[src/rtl/axi_lite_mem_arbiter.sv]
// axi_lite_mem_arbiter: shares one AXI-Lite slave between IFU (M0) and LSU (M1),
// one whole single-beat transaction at a time, round-robin on simultaneous requests.
module axi_lite_mem_arbiter #(
  parameter int ADDR_W = 32,
  parameter int DATA_W = 32
) (
  input  logic                clk,
  input  logic                rst,
  input  logic [ADDR_W-1:0]   m0_araddr,
  input  logic                m0_arvalid,
  output logic                m0_arready,
  output logic [DATA_W-1:0]   m0_rdata,
  output logic [1:0]          m0_rresp,
  output logic                m0_rvalid,
  input  logic                m0_rready,
  input  logic [ADDR_W-1:0]   m0_awaddr,
  input  logic                m0_awvalid,
  output logic                m0_awready,
  input  logic [DATA_W-1:0]   m0_wdata,
  input  logic [DATA_W/8-1:0] m0_wstrb,
  input  logic                m0_wvalid,
  output logic                m0_wready,
  output logic [1:0]          m0_bresp,
  output logic                m0_bvalid,
  input  logic                m0_bready,
  input  logic [ADDR_W-1:0]   m1_araddr,
  input  logic                m1_arvalid,
  output logic                m1_arready,
  output logic [DATA_W-1:0]   m1_rdata,
  output logic [1:0]          m1_rresp,
  output logic                m1_rvalid,
  input  logic                m1_rready,
  input  logic [ADDR_W-1:0]   m1_awaddr,
  input  logic                m1_awvalid,
  output logic                m1_awready,
  input  logic [DATA_W-1:0]   m1_wdata,
  input  logic [DATA_W/8-1:0] m1_wstrb,
  input  logic                m1_wvalid,
  output logic                m1_wready,
  output logic [1:0]          m1_bresp,
  output logic                m1_bvalid,
  input  logic                m1_bready,
  output logic [ADDR_W-1:0]   s_araddr,
  output logic                s_arvalid,
  input  logic                s_arready,
  input  logic [DATA_W-1:0]   s_rdata,
  input  logic [1:0]          s_rresp,
  input  logic                s_rvalid,
  output logic                s_rready,
  output logic [ADDR_W-1:0]   s_awaddr,
  output logic                s_awvalid,
  input  logic                s_awready,
  output logic [DATA_W-1:0]   s_wdata,
  output logic [DATA_W/8-1:0] s_wstrb,
  output logic                s_wvalid,
  input  logic                s_wready,
  input  logic [1:0]          s_bresp,
  input  logic                s_bvalid,
  output logic                s_bready,
  output logic                grant_owner,
  output logic                busy
);
  typedef enum logic [1:0] {IDLE, RD, WR} state_t;
  state_t state_q, state_d;
  logic owner_q, owner_d, last_owner_q, last_owner_d;
  logic aw_done_q, aw_done_d, w_done_q, w_done_d;
  logic req0, req1, rd, wr;
  assign req0 = m0_arvalid | m0_awvalid | m0_wvalid;
  assign req1 = m1_arvalid | m1_awvalid | m1_wvalid;
  // Gating with rst keeps every valid/ready low while reset is held, whatever the state.
  assign rd = rst & (state_q == RD);
  assign wr = rst & (state_q == WR);
  always_comb begin
    state_d = state_q;
    owner_d = owner_q;
    last_owner_d = last_owner_q;
    aw_done_d = aw_done_q | (s_awvalid & s_awready);
    w_done_d = w_done_q | (s_wvalid & s_wready);
    if (state_q == IDLE && (req0 | req1)) begin
      owner_d = (req0 & req1) ? ~last_owner_q : req1;
      state_d = (owner_d ? m1_arvalid : m0_arvalid) ? RD : WR;
      aw_done_d = 1'b0;
      w_done_d = 1'b0;
    end
    if ((s_rvalid & s_rready) | (s_bvalid & s_bready)) begin
      state_d = IDLE;
      last_owner_d = owner_q;
    end
  end
  always_ff @(posedge clk) begin
    if (!rst) begin
      state_q <= IDLE;
      owner_q <= 1'b0;
      last_owner_q <= 1'b1;
      aw_done_q <= 1'b0;
      w_done_q <= 1'b0;
    end else begin
      state_q <= state_d;
      owner_q <= owner_d;
      last_owner_q <= last_owner_d;
      aw_done_q <= aw_done_d;
      w_done_q <= w_done_d;
    end
  end
  assign s_araddr = owner_q ? m1_araddr : m0_araddr;
  assign s_arvalid = rd & (owner_q ? m1_arvalid : m0_arvalid);
  assign s_rready = rd & (owner_q ? m1_rready : m0_rready);
  assign s_awaddr = owner_q ? m1_awaddr : m0_awaddr;
  assign s_awvalid = wr & ~aw_done_q & (owner_q ? m1_awvalid : m0_awvalid);
  assign s_wdata = owner_q ? m1_wdata : m0_wdata;
  assign s_wstrb = owner_q ? m1_wstrb : m0_wstrb;
  assign s_wvalid = wr & ~w_done_q & (owner_q ? m1_wvalid : m0_wvalid);
  assign s_bready = wr & (owner_q ? m1_bready : m0_bready);
  assign m0_arready = rd & ~owner_q & s_arready;
  assign m1_arready = rd & owner_q & s_arready;
  assign m0_rvalid = rd & ~owner_q & s_rvalid;
  assign m1_rvalid = rd & owner_q & s_rvalid;
  assign m0_awready = wr & ~owner_q & ~aw_done_q & s_awready;
  assign m1_awready = wr & owner_q & ~aw_done_q & s_awready;
  assign m0_wready = wr & ~owner_q & ~w_done_q & s_wready;
  assign m1_wready = wr & owner_q & ~w_done_q & s_wready;
  assign m0_bvalid = wr & ~owner_q & s_bvalid;
  assign m1_bvalid = wr & owner_q & s_bvalid;
  assign m0_rdata = s_rdata;
  assign m1_rdata = s_rdata;
  assign m0_rresp = s_rresp;
  assign m1_rresp = s_rresp;
  assign m0_bresp = s_bresp;
  assign m1_bresp = s_bresp;
  assign grant_owner = owner_q;
  assign busy = rd | wr;
endmodule

[config.mk]
export PLATFORM = sky130hd
export DESIGN_NAME = axi_lite_mem_arbiter
export DESIGN_NICKNAME = d
export VERILOG_FILES = /design/src/rtl/axi_lite_mem_arbiter.sv
export SDC_FILE = /design/constraint.sdc
export NUM_CORES = 1
export LEC_CHECK = 0
export ABC_AREA = 1
export CAP_MARGIN = 20
export CORE_AREA = 2 2 174 176
export CTS_CLUSTER_SIZE = 12
export DETAILED_ROUTE_END_ITERATION = 16
export DIE_AREA = 0 0 176 178
export MAX_ROUTING_LAYER = met4
export SYNTH_ARGS = -nofsm -noshare
export SYNTH_HDL_FRONTEND = slang
export SYNTH_SLANG_ARGS = --single-unit
[constraint.sdc]
create_clock -name clk -period 1.25 [get_ports clk]
set_input_delay 0.25 -clock clk [delete_from_list [all_inputs] [get_ports clk]]
set_output_delay 0.25 -clock clk [all_outputs]
set_load 0.02 [all_outputs]
==> impl_metrics.ini <==
[yosys]
yosys_warnings = 0
synth_cell_types = 20
netlist_instances = 482
ys_top_cells_by_area = nand2_1 (54%), buf_4 (27%), dfxtp_1 (5.3%), nor2_1 (2.3%), clkbuf_1 (2.0%)
avgSynthCellArea_um2 = 4.73
yosys.area.top_type = nand2_1
synth-seq-cells = 6
netlist.area_leader.share = 0.543
yosysSeqAreaShare = 0.0527
synth.net_count = 735
syn_area_um2 = 2280

[clocking]
cts.clk_slew.worst_paths_ns = 0.04
postCtsHoldBufs = 0
clock_sinks = 6
clock_tree.root_cell = clkbuf_16
cts_buffers = 3
cts_max_level = 1
clk-insertion-delay-late_ns = 0.23
cts_tree = done
cts.path.max_buffers = 2

[worst_setup_path]
r2r-end = last_owner_q$_SDFFE_PN1P_
path_max_fanout = 6
critPathRequiredTime_ns = 1.00
cp-startpoint = grant_owner$_SDFFE_PN0P_
endpoint = s_wvalid
rrSetupSlack_ns = -0.14
rr_worst_depth = 10
crit_path_end_kind = primary output
criticalPathCategory = reg2out
reg2reg_from = grant_owner$_SDFFE_PN0P_
worst_setup_path_start_kind = flip-flop
crit_arrival_ns = 1.41

[sta]
rsz0062_at_grt = true
slew-limit-headroom = 0.768
finalMaxSlewViolations = 0
skew_ns = 0.00482
timing.fmax_mhz = 603
post-route-period-util = 1.33
holdWs_ns = 0.497
fin_ws_ns = -0.407
finalHoldViolCount = 0
final-setup-viol-count = 120
tightest_slew_ns = 0.348
layout_min_cycle_time_ns = 1.66

[placed_design]
dpl.cell_count = 1135
placed_cell_area_um2 = 6000
place_congestion = 0.753
dp_hpwl_um = 11700
io_buffers = 333

[floorplanning]
initial_utilization = 0.0775
die_w_um = 176
placementRows = 63
die_height_um = 178
core_area_um2 = 29400
die_area_um2 = 31300
pin_count = 442

[final_layout]
fin_cells = 1175
n_antenna_cell = 0
nets = 1039
areaGrowthSynthToFinish_pct = 219
drive_above_1_share = 0.484
final_area_um2 = 7270

[run]
maxCapViolCount = 0

[global_route]
grt_pass1_wl_um = 22800
grt_overflow = 0
antenna_found_initial = 0
grt_usage = 0.0984
grt_max_degree = 26
grt_pass1_vias = 4121

[power_and_ir_drop]
ir_drop_uv = 528
power.total_mw = 6.50
power.density_nw_per_um2 = 894
leakage_nw = 3.47

[detailed_routing]
drt_iter0_markers = 70
dr.pass1.iters = 4
vias = 4030
drcViolationCount = 0
post_drt_via_cell_ratio = 3.43
wl_per_cell_um = 14.0
totalWireLength_um = 16400
antenna_left = 0

[worst_hold_path]
hold-path-cell-count = 4
hold_class = in2reg

[status]
outcome = finished, violations left
violations = negative setup slack
[synth_stat cells]
master,instances
inv_1,12
or2_2,1
a21oi_1,2
buf_4,81
nand3_1,7
a31oi_1,2
nor3_1,4
o21ai_0,1
nand3_2,1
buf_6,1
o22ai_1,1
nor3_2,1
nor3_4,1
nor3b_1,2
clkbuf_1,12
nand2_1,330
nor2_1,14
buf_2,1
dfxtp_1,6
inv_2,2
[cells by family after synthesis]
group	count (synthesis)	share of synthesized area
AOI/OAI and AO/OA	6	0.0148
buffers and inverters	109	0.317
DFF	6	0.0527
and+or+nand+nor	361	0.616
[routing by layer]
metal	vias to the layer above	part of all wire	track usage
li1	1981	-	-
met1	1764	0.38	0.110
met2	252	0.51	0.176
met3	33	0.089	0.0234
met4	0	0.024	0.0272
met5	-	0	-
[worst min-delay path by stage]
stage / start / to / slack [ns]
floorplan: rst / last_owner_q$_SDFFE_PN1P_ / 0.33
global placement: last_owner_q$_SDFFE_PN1P_ / last_owner_q$_SDFFE_PN1P_ / 0.50
detailed placement: s_rdata[12] / m0_rdata[12] / 0.50
CTS: s_rdata[12] / m0_rdata[12] / 0.50
global route: s_rdata[0] / m1_rdata[0] / 0.50
finish: m0_arvalid / state_q[1]$_SDFFE_PP0P_ / 0.50
[layout by cell type, fill, tap and decap left out, types with 2 or more instances in the layout]
master,Yosys,layout
clkdlybuf4s50_1,0,213
nand2_1,330,166
nand2_2,0,117
buf_6,1,90
buf_4,81,60
nand2_4,0,45
buf_16,0,12
buf_12,0,10
inv_2,2,6
nor3_4,1,6
inv_1,12,6
nor2_4,0,6
nor2_1,14,6
nand3_1,7,4
buf_8,0,4
nand3_4,0,3
dfxtp_1,6,3
clkbuf_16,0,3
nor3b_4,0,2
nand2_8,0,2
nor2_2,0,2
a31oi_1,2,2
a21oi_2,0,2
dlygate4sd2_1,0,2
buf_2,1,2
dfxtp_2,0,2
[critical path, cell delays in order, from the launching register on]
cell and delay (ns):
dfxtp_4 0.41, buf_12 0.15, buf_12 0.15, nand2_4 0.06
nand2_4 0.07, nor3b_4 0.19, buf_6 0.14
[report_power, final]
part | switching, mW | internal, mW
Combinational | 2.80 | 2.90
Sequential | 0.0376 | 0.218
Clock | 0.122 | 0.425
[layout make-up]
cell class,count,area (um^2)
flip-flops and latches,6,126
well taps,390,488
clock buffers,4,78.8
fillers,3235,22100
inverters,14,67.6
repair buffers,394,4220
multi-input cells,367,2290
[stage by stage]
stage / worst slack [ns] / TNS, ns / util
finish: -0.407 / -35.59 / 0.247
global route: -0.466 / -42.22 / 0.247
detailed placement: -1.09 / -72.89 / 0.204
floorplan: -0.0814 / -0.431 / -
global placement: -1.07 / -72.11 / 0.204
CTS: -0.450 / -39.77 / 0.234
[state kept, by name (all words and copies together) (netlist names)]
signal / count
state_q: 2
aw_done_q: 1
grant_owner: 1
last_owner_q: 1
w_done_q: 1
[what timing repair did]
item | CTS | global route
resized for setup | 694 | 130
endpoints found under the setup margin | 123 | 123
pin swaps | 25 | 32
buffers inserted | 19 | 9
cloned | 11 | 0
No activity file was read; power rests on OpenSTA's default activity.
